## src/rtl/fifo_salida.sv

```systemverilog
// Output-side FIFO for one destination port of the transaction layer.
// Stores arbiter pushes in order and exposes count-decoded occupancy flags plus sticky error flags.
module fifo_salida #(
  parameter int FIFO_WORD_SIZE = 10,
  parameter int FIFO_DEPTH     = 8,
  parameter int ADDR_SIZE      = 3
) (
  input  logic                      clk,
  input  logic                      reset,
  input  logic                      push,
  input  logic [FIFO_WORD_SIZE-1:0] data_in,
  input  logic                      pop,
  input  logic [ADDR_SIZE:0]        umbral_alto,
  input  logic [ADDR_SIZE:0]        umbral_bajo,
  output logic [FIFO_WORD_SIZE-1:0] data_out,
  output logic                      valid_out,
  output logic                      empty,
  output logic                      full,
  output logic                      almost_full,
  output logic                      almost_empty,
  output logic                      err_overflow,
  output logic                      err_underflow
);

  localparam logic [ADDR_SIZE:0]   DEPTH_C = (ADDR_SIZE+1)'(FIFO_DEPTH);
  localparam logic [ADDR_SIZE:0]   CNT_ONE = (ADDR_SIZE+1)'(1);
  localparam logic [ADDR_SIZE-1:0] PTR_ONE = ADDR_SIZE'(1);

  logic [FIFO_WORD_SIZE-1:0] mem_q [FIFO_DEPTH];

  logic [ADDR_SIZE-1:0]      wr_ptr_q, wr_ptr_d;
  logic [ADDR_SIZE-1:0]      rd_ptr_q, rd_ptr_d;
  logic [ADDR_SIZE:0]        count_q, count_d;
  logic [FIFO_WORD_SIZE-1:0] data_out_q, data_out_d;
  logic                      valid_q, valid_d;
  logic                      err_ovf_q, err_ovf_d;
  logic                      err_unf_q, err_unf_d;

  logic full_w, empty_w, wr_acc, rd_acc;

  assign full_w  = (count_q == DEPTH_C);
  assign empty_w = (count_q == '0);

  always_comb begin
    wr_acc     = push && (!full_w || pop);
    rd_acc     = pop && !empty_w;
    wr_ptr_d   = wr_acc ? wr_ptr_q + PTR_ONE : wr_ptr_q;
    rd_ptr_d   = rd_acc ? rd_ptr_q + PTR_ONE : rd_ptr_q;
    count_d    = count_q;
    unique case ({wr_acc, rd_acc})
      2'b10:   count_d = count_q + CNT_ONE;
      2'b01:   count_d = count_q - CNT_ONE;
      default: count_d = count_q;
    endcase
    data_out_d = rd_acc ? mem_q[rd_ptr_q] : data_out_q;
    valid_d    = rd_acc;
    // A pop on a full FIFO frees the slot, so only an unpaired push overflows.
    err_ovf_d  = err_ovf_q | (push && full_w && !pop);
    err_unf_d  = err_unf_q | (pop && empty_w);
  end

  // ---- state register stage ----
  always_ff @(posedge clk) begin
    if (reset) begin
      wr_ptr_q   <= '0;
      rd_ptr_q   <= '0;
      count_q    <= '0;
      data_out_q <= '0;
      valid_q    <= 1'b0;
      err_ovf_q  <= 1'b0;
      err_unf_q  <= 1'b0;
    end else begin
      wr_ptr_q   <= wr_ptr_d;
      rd_ptr_q   <= rd_ptr_d;
      count_q    <= count_d;
      data_out_q <= data_out_d;
      valid_q    <= valid_d;
      err_ovf_q  <= err_ovf_d;
      err_unf_q  <= err_unf_d;
    end
  end

  // Storage is not cleared on reset; only writes on a reset edge are suppressed.
  always_ff @(posedge clk) begin
    if (!reset && wr_acc) begin
      mem_q[wr_ptr_q] <= data_in;
    end
  end

  assign data_out      = data_out_q;
  assign valid_out     = valid_q;
  assign empty         = empty_w;
  assign full          = full_w;
  assign almost_full   = (count_q >= umbral_alto);
  assign almost_empty  = (count_q <= umbral_bajo);
  assign err_overflow  = err_ovf_q;
  assign err_underflow = err_unf_q;

endmodule

```

## config.mk

```make
export PLATFORM = sky130hd
export DESIGN_NAME = fifo_salida
export DESIGN_NICKNAME = d
export VERILOG_FILES = /design/src/rtl/fifo_salida.sv
export SDC_FILE = /design/constraint.sdc
export NUM_CORES = 1
export LEC_CHECK = 0
export CELL_PAD_IN_SITES_DETAIL_PLACEMENT = 0
export CELL_PAD_IN_SITES_GLOBAL_PLACEMENT = 1
export CORE_ASPECT_RATIO = 0.9
export CORE_MARGIN = 2
export CORE_UTILIZATION = 35
export DETAILED_ROUTE_END_ITERATION = 8
export GPL_TIMING_DRIVEN = 0
export PLACE_DENSITY_LB_ADDON = 0.08
export REMOVE_ABC_BUFFERS = 1
export SETUP_SLACK_MARGIN = 0.02
export SLEW_MARGIN = 20
export SYNTH_ARGS = -nofsm -noshare
export SYNTH_HDL_FRONTEND = slang
export SYNTH_SLANG_ARGS = --single-unit
```

## constraint.sdc

```tcl
create_clock -name clk -period 5.9 [get_ports clk]
set_input_delay 0.59 -clock clk [delete_from_list [all_inputs] [get_ports clk]]
set_output_delay 0.59 -clock clk [all_outputs]
set_load 0.02 [all_outputs]
```

; Yosys cells after proc, flatten, opt, wreduce, memory -nomap -nowiden
; Memory sizes are Yosys's and may differ from the RTL's. A register that Yosys moved wholly into a read port is not among the register bits.
; Cells that the tools add are included.
[classes]
n_reduce_logical = 13
mux = 3
eq_ne = 3
magnitude_cmp = 2
n_addsub = 4
bitwise = 2
[ops]
columns = op, count
row1 = $pmux W4 S2, 1
row2 = $add A3 B1 Y3 const B, 2
row3 = $logic_and A1 B1 Y1, 6
row4 = $add A4 B1 Y4 const B, 1
row5 = $eq A4 B4 Y1 const B, 1
row6 = $ge A4 B4 Y1, 1
row7 = $le A4 B4 Y1, 1
row8 = $logic_not A1 Y1, 4
row9 = $logic_not A4 Y1, 1
row10 = $sub A4 B1 Y4 const B, 1
row11 = $eq A2 B1 Y1 const B, 1
row12 = $eq A2 B2 Y1 const B, 1
row13 = $mux W1, 2
row14 = $or A1 B1 Y1, 2
row15 = $reduce_bool A2 Y1, 1
row16 = $logic_or A1 B1 Y1, 1
[totals]
elab_cells = 34
out_inout_bits = 17
input_bits = 22
mem_count = 1
ff_bits = 13
ramBits = 80
[memory_table]
columns = name, depth, word_bits, read_ports, rd_clocked_by_memory_dff, write_ports, line
row1 = mem_q, 8, 10, 1, 1, 1, 29  ; logic [FIFO_WORD_SIZE-1:0] mem_q [FIFO_DEPTH];

; Longest topological paths before layout
; Gate-level depths: netlist of run 1.
[logic_depth]
ltp_word = 7
depth_mapped = 10
depth_no_buf = 9

; Least setup slack after synthesis of run 1
; No wires, ideal clock.
[synth_path]
path_kind = register to register
start = register count_q[1]
end = register count_q[3]
synth_period_minus_slack_ps = 2563
setup_ps = 71
path_stages_with_launch = 10
slack_ps = 3337
n_path_buf = 1
required_ps = 5829
arrival_ps = 2493
cell_sequence = dfxtp_1 -> or4b_1 -> buf_2 -> o21ai_4 -> ha_1 -> ha_1 -> a21oi_1 -> a21oi_1 -> or4_1 -> a21oi_1
[synth_via]
elab_chain_len = 6
elab_cells_between_ends = 13
cone_classes = add/sub: 2 / eq/ne: 3 / mux: 1 / reduce/logical: 7
[synth_lines]
columns = element, line
row1 = "start, declared", 33  ; logic [ADDR_SIZE:0] count_q, count_d;
row2 = "start signal, assigned", 75  ; count_q <= count_d;
row3 = $eq A4 B4 Y1, 41  ; assign full_w = (count_q == DEPTH_C);
row4 = $logic_not A1 Y1, 45  ; wr_acc = push && (!full_w || pop);
row5 = $logic_or A1 B1 Y1, 45
row6 = $logic_and A1 B1 Y1, 45
row7 = $eq A2 B1 Y1 or $eq A2 B2 Y1 (tied branches), 50  ; unique case ({wr_acc, rd_acc})
row8 = $pmux W4 S2 or $reduce_bool A2 Y1 (tied branches), -
; Parallel ways exist; a longest one is shown, timed or not.
; A chain may end at the register's enable or synchronous reset.

; Worst setup path after layout of run 1
[layout_path]
start = input pop
end = register count_q[3]
[layout_via]
elab_chain_len = 4
elab_cells_between_ends = 7
cone_classes = eq/ne: 2 / mux: 1 / reduce/logical: 4
[layout_lines]
columns = element, line
row1 = "start, declared", 12  ; input logic pop,
row2 = $logic_or A1 B1 Y1, 45
row3 = $logic_and A1 B1 Y1, 45
row4 = $eq A2 B1 Y1 or $eq A2 B2 Y1 (tied branches), 50
row5 = $pmux W4 S2 or $reduce_bool A2 Y1 (tied branches), -
; Parallel ways exist; a longest one is shown, timed or not.

==> results.py, run 1 <==
metrics = {
    "sta": {
        "slew_viol_final": 0,
        "achievable-frequency_ghz": 0.304,
        "grt_setup_unrepaired": "no",
        "final-hold-violation-count": 0,
        "final_min_period_over_clock_period": 0.557,
        "timing.final.crit_period_ns": 3.29,
        "clock-skew-final_ns": 0.00709,
        "worst_hold_slack_ns": 0.471,
        "setup_tns_ns": 0,
        "relSlewSlack": 0.374,
        "max_slew.worst_pin.slew_ns": 0.939,
        "total_of_endpoints_with_negative_setup_slack_in_the_final_report": 0,
    },
    "worst_setup_path": {
        "crit_path_end_kind": "flip-flop",
        "startpoint_type_of_the_worst_setup_path": "input port",
        "timing.critical_path.cells": "clkdlybuf4s50_1 > o41a_1 > ha_1 > ha_1 > a21oi_1 > a21oi_1 > or4_1 > a21oi_1",
        "worstPathRequired_ns": 6.17,
        "crit_top_cell": "sky130_fd_sc_hd__a21oi_1",
        "peak_fanout_along_the_critical_path": 17,
        "critical_path.max_stage_delay_ns": 0.83,
        "worst_setup_path_type": "in2reg",
        "critPathArrivalTime_ns": 3.56,
        "cp_slowest_cell": "sky130_fd_sc_hd__o41a_1",
    },
    "cts": {
        "cts.sink_count": 103,
        "clock_tree.root_cell": "sky130_fd_sc_hd__clkbuf_16",
        "clock_insertion_delay_worst_skew_ns": 0.34,
        "clockBufferDepth": 2,
        "cts.htree.levels": 3,
        "cts.repair_timing.setup_buffer_count": 0,
        "ctsResizeCount": 0,
        "cts.clk_slew.worst_paths_ns": 0.07,
        "clock_buffer_count_from_cts": 9,
        "holdBufCountCts": 0,
        "tritoncts": "yes",
    },
    "synthesis": {
        "post_synth_num_cell_types": 34,
        "synth_flop_cell": "sky130_fd_sc_hd__edfxtp_1",
        "yosysSeqAreaShare": 0.694,
        "post_synth.cell_area_avg_sq_um": 16.2,
        "synth_top_cells_by_area": "sky130_fd_sc_hd__edfxtp_1 (58%), sky130_fd_sc_hd__dfxtp_1 (11%), sky130_fd_sc_hd__mux4_2 (11%)",
        "synth.top_cells.by_count": "sky130_fd_sc_hd__edfxtp_1 (80), sky130_fd_sc_hd__nor2_1 (29), sky130_fd_sc_hd__dfxtp_1 (23)",
        "muxShareOfSynthArea": 0.114,
        "synthesis.area_sq_um": 4130,
        "synth_enable_flop_cells": 80,
        "dominant_combinational_cell_family_by_area_after_synthesis": "multiplexers",
        "post-synth-top-area-cell": "sky130_fd_sc_hd__edfxtp_1",
        "synth-async-reset-ratio": 0,
        "synthMostInstantiatedCell": "sky130_fd_sc_hd__edfxtp_1",
        "postSynthCellCount": 254,
        "xor_and_xnor_area_share_after_synthesis": 0.0127,
        "ys_warn_count": 0,
        "area_fraction_in_and_or_nand_and_nor_cells_after_synthesis": 0.0673,
        "synth_compound_area_frac": 0.0461,
        "ys_seq_elements": 103,
        "post-synth-top-area-fraction": 0.582,
        "synth-adder-area-share": 0.0443,
    },
    "placement": {
        "place.detailed.hpwl_um": 5330,
        "global_placer_s_final_weighted_congestion": 0.763,
        "portBuffers": 38,
    },
    "floorplanning": {
        "core_area_sq_um": 11500,
        "floorplan.die_area_sq_um": 12700,
        "die_y_um": 107,
        "std_cell_rows": 37,
        "initial_core_util": 0.359,
        "dieWidth_um": 118,
        "boundaryPins": 39,
    },
    "routing": {
        "drtIter0Drc": 140,
        "post_drt_via_cell_ratio": 4.88,
        "drt.antenna.violating_nets": 0,
        "drt-wirelength-per-cell_um": 18.2,
        "drt-total-wl_um": 8370,
        "drt_drc_violations_left": 0,
        "detail_route.first_pass.iterations": 4,
        "vias": 2243,
    },
    "final_layout": {
        "post_route_cells_drive_above_1_share": 0.181,
        "area_growth_syn_to_layout_pct": 22.1,
        "diodes": 0,
        "fill_cell_instance_count_of_the_final_layout": 1079,
        "final_net_count": 335,
    },
    "job": {
        "timing.max_cap.violations": 0,
    },
    "grt": {
        "grt-ovfl-total": 0,
        "grt_util_all_layers": 0.142,
        "grt_max_degree": 28,
        "grt_pass1_vias": 2232,
        "grt_antenna_before_repair": 0,
        "first_pass_grt_wire_length_um": 13000,
    },
    "power": {
        "cellLeakagePower_uw": 0.00170,
        "power.density_nw_per_um2": 387,
        "worst_ir_drop_vdd_mv": 0.168,
    },
    "hold_path": {
        "min_path_type": "reg2reg",
    },
    "outcome": {
        "status": "finished clean",
    },
}
==> critical path, delay by kind of cell <==
family,cells,cell delay (ns)
adders and majority gates,2,0.62
AOI/OAI and AO/OA,4,1.25
and+or+nand+nor,1,0.46
buffers and inverters,1,0.63
==> layout make-up <==
| type | instances | area, sq um | area share |
|---|---|---|---|
| repair buffers | 46 | 462 | 0.0916 |
| flip-flops and latches | 103 | 2870 | 0.569 |
| multi-input cells | 129 | 1210 | 0.240 |
| clock inverters | 7 | 45.0 | 0.00894 |
| well taps | 156 | 195 | 0.0387 |
| clock buffers | 9 | 225 | 0.0447 |
| inverters | 10 | 37.5 | 0.00745 |
==> final timing paths <==
path | start | to | slack (ns) | cells after the start
setup / recovery | pop | count_q[3]$_SDFFE_PP0P_ | 2.61 | 8
hold / removal | err_underflow$_SDFF_PP0_ | err_underflow$_SDFF_PP0_ | 0.47 | 2
setup reg to reg | count_q[1]$_SDFFE_PP0P_ | count_q[3]$_SDFFE_PP0P_ | 2.98 | 8
hold reg to reg | err_underflow$_SDFF_PP0_ | err_underflow$_SDFF_PP0_ | 0.47 | 2
==> per-stage QoR <==
stage | setup slack [ns] | cell area, sq um | std cells | total power [uW] | util
floorplan | 3.33 | 4070 | 242 | 1220 | -
global placement | 1.16 | 4650 | 436 | 1420 | 0.405
detailed placement | 2.21 | 4770 | 444 | 1430 | 0.415
CTS | 2.57 | 5040 | 460 | 1980 | 0.439
global route | 2.43 | 5040 | 460 | 2050 | 0.439
finish | 2.61 | 5040 | 460 | 1950 | 0.439
==> cell families after synthesis <==
kind of cell,count (synthesis)
simple gates,59
buf+inv,22
compound gates,28
flops,103
xor+xnor,6
fa+ha+maj,14
mux,22
==> where the power goes <==
part / switching (uW) / internal (uW)
registers: 64.5 / 844
clock network: 254 / 286
logic: 250 / 250
==> cell usage in the layout (no fill, tap or decap), types with 2 or more instances in the layout <==
cell type	count
sky130_fd_sc_hd__a21o_1	3
sky130_fd_sc_hd__a21oi_1	7
sky130_fd_sc_hd__buf_2	3
sky130_fd_sc_hd__buf_4	2
sky130_fd_sc_hd__buf_6	3
sky130_fd_sc_hd__clkbuf_16	9
sky130_fd_sc_hd__clkdlybuf4s50_1	37
sky130_fd_sc_hd__clkinv_2	3
sky130_fd_sc_hd__dfxtp_1	21
sky130_fd_sc_hd__dfxtp_2	2
sky130_fd_sc_hd__edfxtp_1	80
sky130_fd_sc_hd__ha_1	13
sky130_fd_sc_hd__inv_1	10
sky130_fd_sc_hd__inv_6	2
sky130_fd_sc_hd__mux2i_1	2
sky130_fd_sc_hd__mux4_2	20
sky130_fd_sc_hd__nand2_1	4
sky130_fd_sc_hd__nand2b_1	2
sky130_fd_sc_hd__nor2_1	26
sky130_fd_sc_hd__nor2_2	3
sky130_fd_sc_hd__nor2b_1	2
sky130_fd_sc_hd__nor3_1	10
sky130_fd_sc_hd__nor3_2	3
sky130_fd_sc_hd__o211ai_1	2
sky130_fd_sc_hd__o21a_1	2
sky130_fd_sc_hd__o22ai_1	10
sky130_fd_sc_hd__xor2_1	5
==> registers in the layout (all words and copies together), names as in the netlist <==
register / flops
err_underflow: 1
err_overflow: 1
mem_q: 80
count_q: 4
data_out: 10
rd_ptr_q: 3
valid_out: 1
wr_ptr_q: 3
==> metal layers <==
layer / global-route usage / share of wire / vias up
li1: - / - / 1070
met1: 0.181 / 0.46 / 1124
met2: 0.239 / 0.49 / 40
met3: 0.0356 / 0.032 / 9
met4: 0.0459 / 0.013 / 0
met5: 0 / 0 / -
No activity file was read; power rests on OpenSTA's default activity.
==> run 2: changes to the inputs <==
Clock period 5.9 ns to 3.4 ns, I/O delays scaled along.
==> results of run 2 <==
Same layout as run 1 (identical final DEF). Status: finished clean.
Among the figures that moved: setup slack after placement 2.21 ns -> -0.0372 ns; setup slack after layout 2.61 ns -> 0.361 ns; register-to-register setup slack 2.98 ns -> 0.48 ns; total power 1950 uW -> 3380 uW; worst IR drop on VDD 0.168 mV -> 0.292 mV
==> run 3: changes to the inputs <==
Settings changed: ABC_AREA from default to 1, PLACE_DENSITY from default to 0.75, PLACE_DENSITY_LB_ADDON 0.08 to default.
==> run 3 against run 2 <==
Net effect: sequential share of layout area down 5.0 points; worst hold slack worse by 0.0071 ns; largest cell class unchanged; synthesized area up 15%; sequential power about the same; die area up 15%; critical path type unchanged; clock power up 2.6%.
==> results.py, run 3 <==
metrics = {
    "outcome": {
        "status": "finished clean",
    },
    "cts": {
        "ctsResizeCount": 0,
        "cts.clk_slew.worst_paths_ns": 0.06,
        "clock_insertion_delay_worst_skew_ns": 0.34,
        "cts.htree.levels": 3,
        "tritoncts": "yes",
        "clock_buffer_count_from_cts": 9,
        "clock_tree.root_cell": "sky130_fd_sc_hd__clkbuf_16",
        "cts.repair_timing.setup_buffer_count": 0,
        "holdBufCountCts": 0,
        "clockBufferDepth": 2,
        "cts.sink_count": 103,
    },
    "sta": {
        "clock-skew-final_ns": 0.00688,
        "final_min_period_over_clock_period": 0.891,
        "worst_hold_slack_ns": 0.464,
        "final-hold-violation-count": 0,
        "max_slew.worst_pin.slew_ns": 1.18,
        "total_of_endpoints_with_negative_setup_slack_in_the_final_report": 0,
        "relSlewSlack": 0.207,
        "slew_viol_final": 0,
        "timing.final.crit_period_ns": 3.03,
        "achievable-frequency_ghz": 0.330,
        "grt_setup_unrepaired": "no",
    },
    "power": {
        "worst_ir_drop_vdd_mv": 0.341,
        "cellLeakagePower_uw": 0.00227,
        "power.density_nw_per_um2": 657,
    },
    "routing": {
        "drt.antenna.violating_nets": 0,
        "post_drt_via_cell_ratio": 4.66,
        "drt_drc_violations_left": 0,
        "vias": 3166,
        "drt-total-wl_um": 9970,
        "drtIter0Drc": 141,
        "detail_route.first_pass.iterations": 6,
        "drt-wirelength-per-cell_um": 14.7,
    },
    "job": {
        "timing.max_cap.violations": 0,
    },
    "placement": {
        "place.detailed.hpwl_um": 6170,
        "placement.cell_area_sq_um": 5230,
        "global_placer_s_final_weighted_congestion": 0.751,
        "portBuffers": 38,
    },
    "synthesis": {
        "synth_flop_cell": "sky130_fd_sc_hd__edfxtp_1",
        "postSynthCellCount": 476,
        "synth_enable_flop_cells": 80,
        "post-synth-top-area-cell": "sky130_fd_sc_hd__edfxtp_1",
        "ys_seq_elements": 103,
        "yosysSeqAreaShare": 0.602,
        "synth_top_cells_by_area": "sky130_fd_sc_hd__edfxtp_1 (51%), sky130_fd_sc_hd__nand2_1 (10%), sky130_fd_sc_hd__dfxtp_1 (9.7%)",
        "synth_compound_area_frac": 0.0450,
        "synth-async-reset-ratio": 0,
        "synthMostInstantiatedCell": "sky130_fd_sc_hd__nand2_1",
        "xor_and_xnor_area_share_after_synthesis": 0.00369,
        "muxShareOfSynthArea": 0,
        "post_synth.cell_area_avg_sq_um": 9.99,
        "post_synth_num_cell_types": 36,
        "post-synth-top-area-fraction": 0.505,
        "synth-adder-area-share": 0.0384,
        "synth.top_cells.by_count": "sky130_fd_sc_hd__nand2_1 (128), sky130_fd_sc_hd__inv_1 (83), sky130_fd_sc_hd__edfxtp_1 (80)",
        "area_fraction_in_and_or_nand_and_nor_cells_after_synthesis": 0.210,
        "synthesis.area_sq_um": 4750,
        "ys_warn_count": 0,
        "dominant_combinational_cell_family_by_area_after_synthesis": "simple AND/OR/NAND/NOR gates",
    },
    "final_layout": {
        "diodes": 0,
        "final_net_count": 543,
        "multi_input_gate_area_sq_um": 1430,
        "post_route_cells_drive_above_1_share": 0.104,
        "largest_register": "mem_q",
        "area_growth_syn_to_layout_pct": 16.2,
        "fill_cell_instance_count_of_the_final_layout": 1304,
        "layout.area.seq_sq_um": 2860,
        "most-common-layout-cells": "sky130_fd_sc_hd__nand2_1 (128), sky130_fd_sc_hd__inv_1 (83), sky130_fd_sc_hd__edfxtp_1 (80)",
        "largest_register_ffs": 80,
        "utilization": 0.415,
        "mostFrequentLayoutCell": "sky130_fd_sc_hd__nand2_1",
        "postLayoutCellArea_sq_um": 5520,
    },
    "grt": {
        "first_pass_grt_wire_length_um": 16100,
        "grt-ovfl-total": 0,
        "grt_antenna_before_repair": 0,
        "grt_util_all_layers": 0.147,
        "grt_pass1_vias": 3083,
        "grt_max_degree": 43,
    },
    "worst_setup_path": {
        "timing.critical_path.cells": "clkdlybuf4s50_1 > inv_1 > nand2_1 > nor3_2",
        "critical_path.max_stage_delay_ns": 0.94,
        "worstPathRequired_ns": 3.36,
        "startpoint_type_of_the_worst_setup_path": "input port",
        "cp_slowest_cell": "sky130_fd_sc_hd__nor3_2",
        "crit_path_end_kind": "flip-flop",
        "critPathArrivalTime_ns": 2.99,
        "worst_setup_path_type": "in2reg",
        "peak_fanout_along_the_critical_path": 16,
        "crit_family": "buffers and inverters",
        "worstPathBufferInverterCount": 2,
    },
    "floorplanning": {
        "die_y_um": 115,
        "std_cell_rows": 40,
        "floorplan.die_area_sq_um": 14500,
        "boundaryPins": 39,
        "initial_core_util": 0.357,
        "dieWidth_um": 127,
        "core_area_sq_um": 13300,
    },
    "hold_path": {
        "min_path_type": "reg2reg",
    },
}
## run 3: changes by cell type after synthesis, sizes merged, moves of 10 or more
| cell | delta |
|---|---|
| nand3 | +66 |
| nand2 | +126 |
| inv | +78 |
| o22ai | -10 |
| mux4 | -20 |
| a21oi | +16 |
| nor2 | -20 |
## run 3: layout make-up
type / count / share of cell area
Inverter: 88 / 0.0607
Sequential cell: 103 / 0.519
Multi-Input combinational cell: 266 / 0.259
Clock buffer: 9 / 0.0408
Timing Repair Buffer: 39 / 0.0725
Tap cell: 168 / 0.0381
Clock inverter: 7 / 0.0102
## run 3: tightest hold or removal path, cell delays in order, from the launching register on
cell and delay, ns:
sky130_fd_sc_hd__dfxtp_1 0.31, sky130_fd_sc_hd__inv_1 0.05, sky130_fd_sc_hd__a21oi_1 0.06
## run 3: path summary, 6_finish.rpt
kind | startpoint | end | slack [ns] | cells after the start
min reg2reg | err_overflow$_SDFF_PP0_ | err_overflow$_SDFF_PP0_ | 0.46 | 2
min | err_overflow$_SDFF_PP0_ | err_overflow$_SDFF_PP0_ | 0.46 | 2
max | reset | mem_q[4][7]$_DFFE_PP_ | 0.37 | 4
max reg2reg | count_q[1]$_SDFFE_PP0P_ | mem_q[4][7]$_DFFE_PP_ | 1.01 | 6
## run 3: cells by family (layout without fill, tap and decap cells)
| family | count (synthesis) | after routing |
|---|---|---|
| compound gates | 35 | 35 |
| fa+ha+maj | 14 | 14 |
| xor+xnor | 2 | 2 |
| buf+inv | 107 | 143 |
| flops | 103 | 103 |
| simple gates | 215 | 215 |
## run 3: layer usage
layer / vias to the layer above / GRT usage / wire length [um]
li1: 1607 / - / -
met1: 1483 / 0.178 / 4280
met2: 67 / 0.265 / 5060
met3: 9 / 0.0369 / 537
met4: 0 / 0.0366 / 102
met5: - / 0 / 0
## run 3: through the flow
step           power (uW)  setup slack (ns)  instances  TNS [ns]
2_1_floorplan        2280              1.44        457         0
3_3_place_gp         2670           -0.0192        663    -0.303
3_5_place_dp         2710           -0.0207        664    -0.332
4_1_cts              3680             0.354        680         0
5_1_grt              3870             0.234        680         0
6_report             3630             0.369        680         0
## run 3: report_power, final
part	switching [uW]	internal, uW	total [uW]
logic	670	424	1090
clock network	456	505	961
registers	122	1450	1570
total	1250	2380	3630
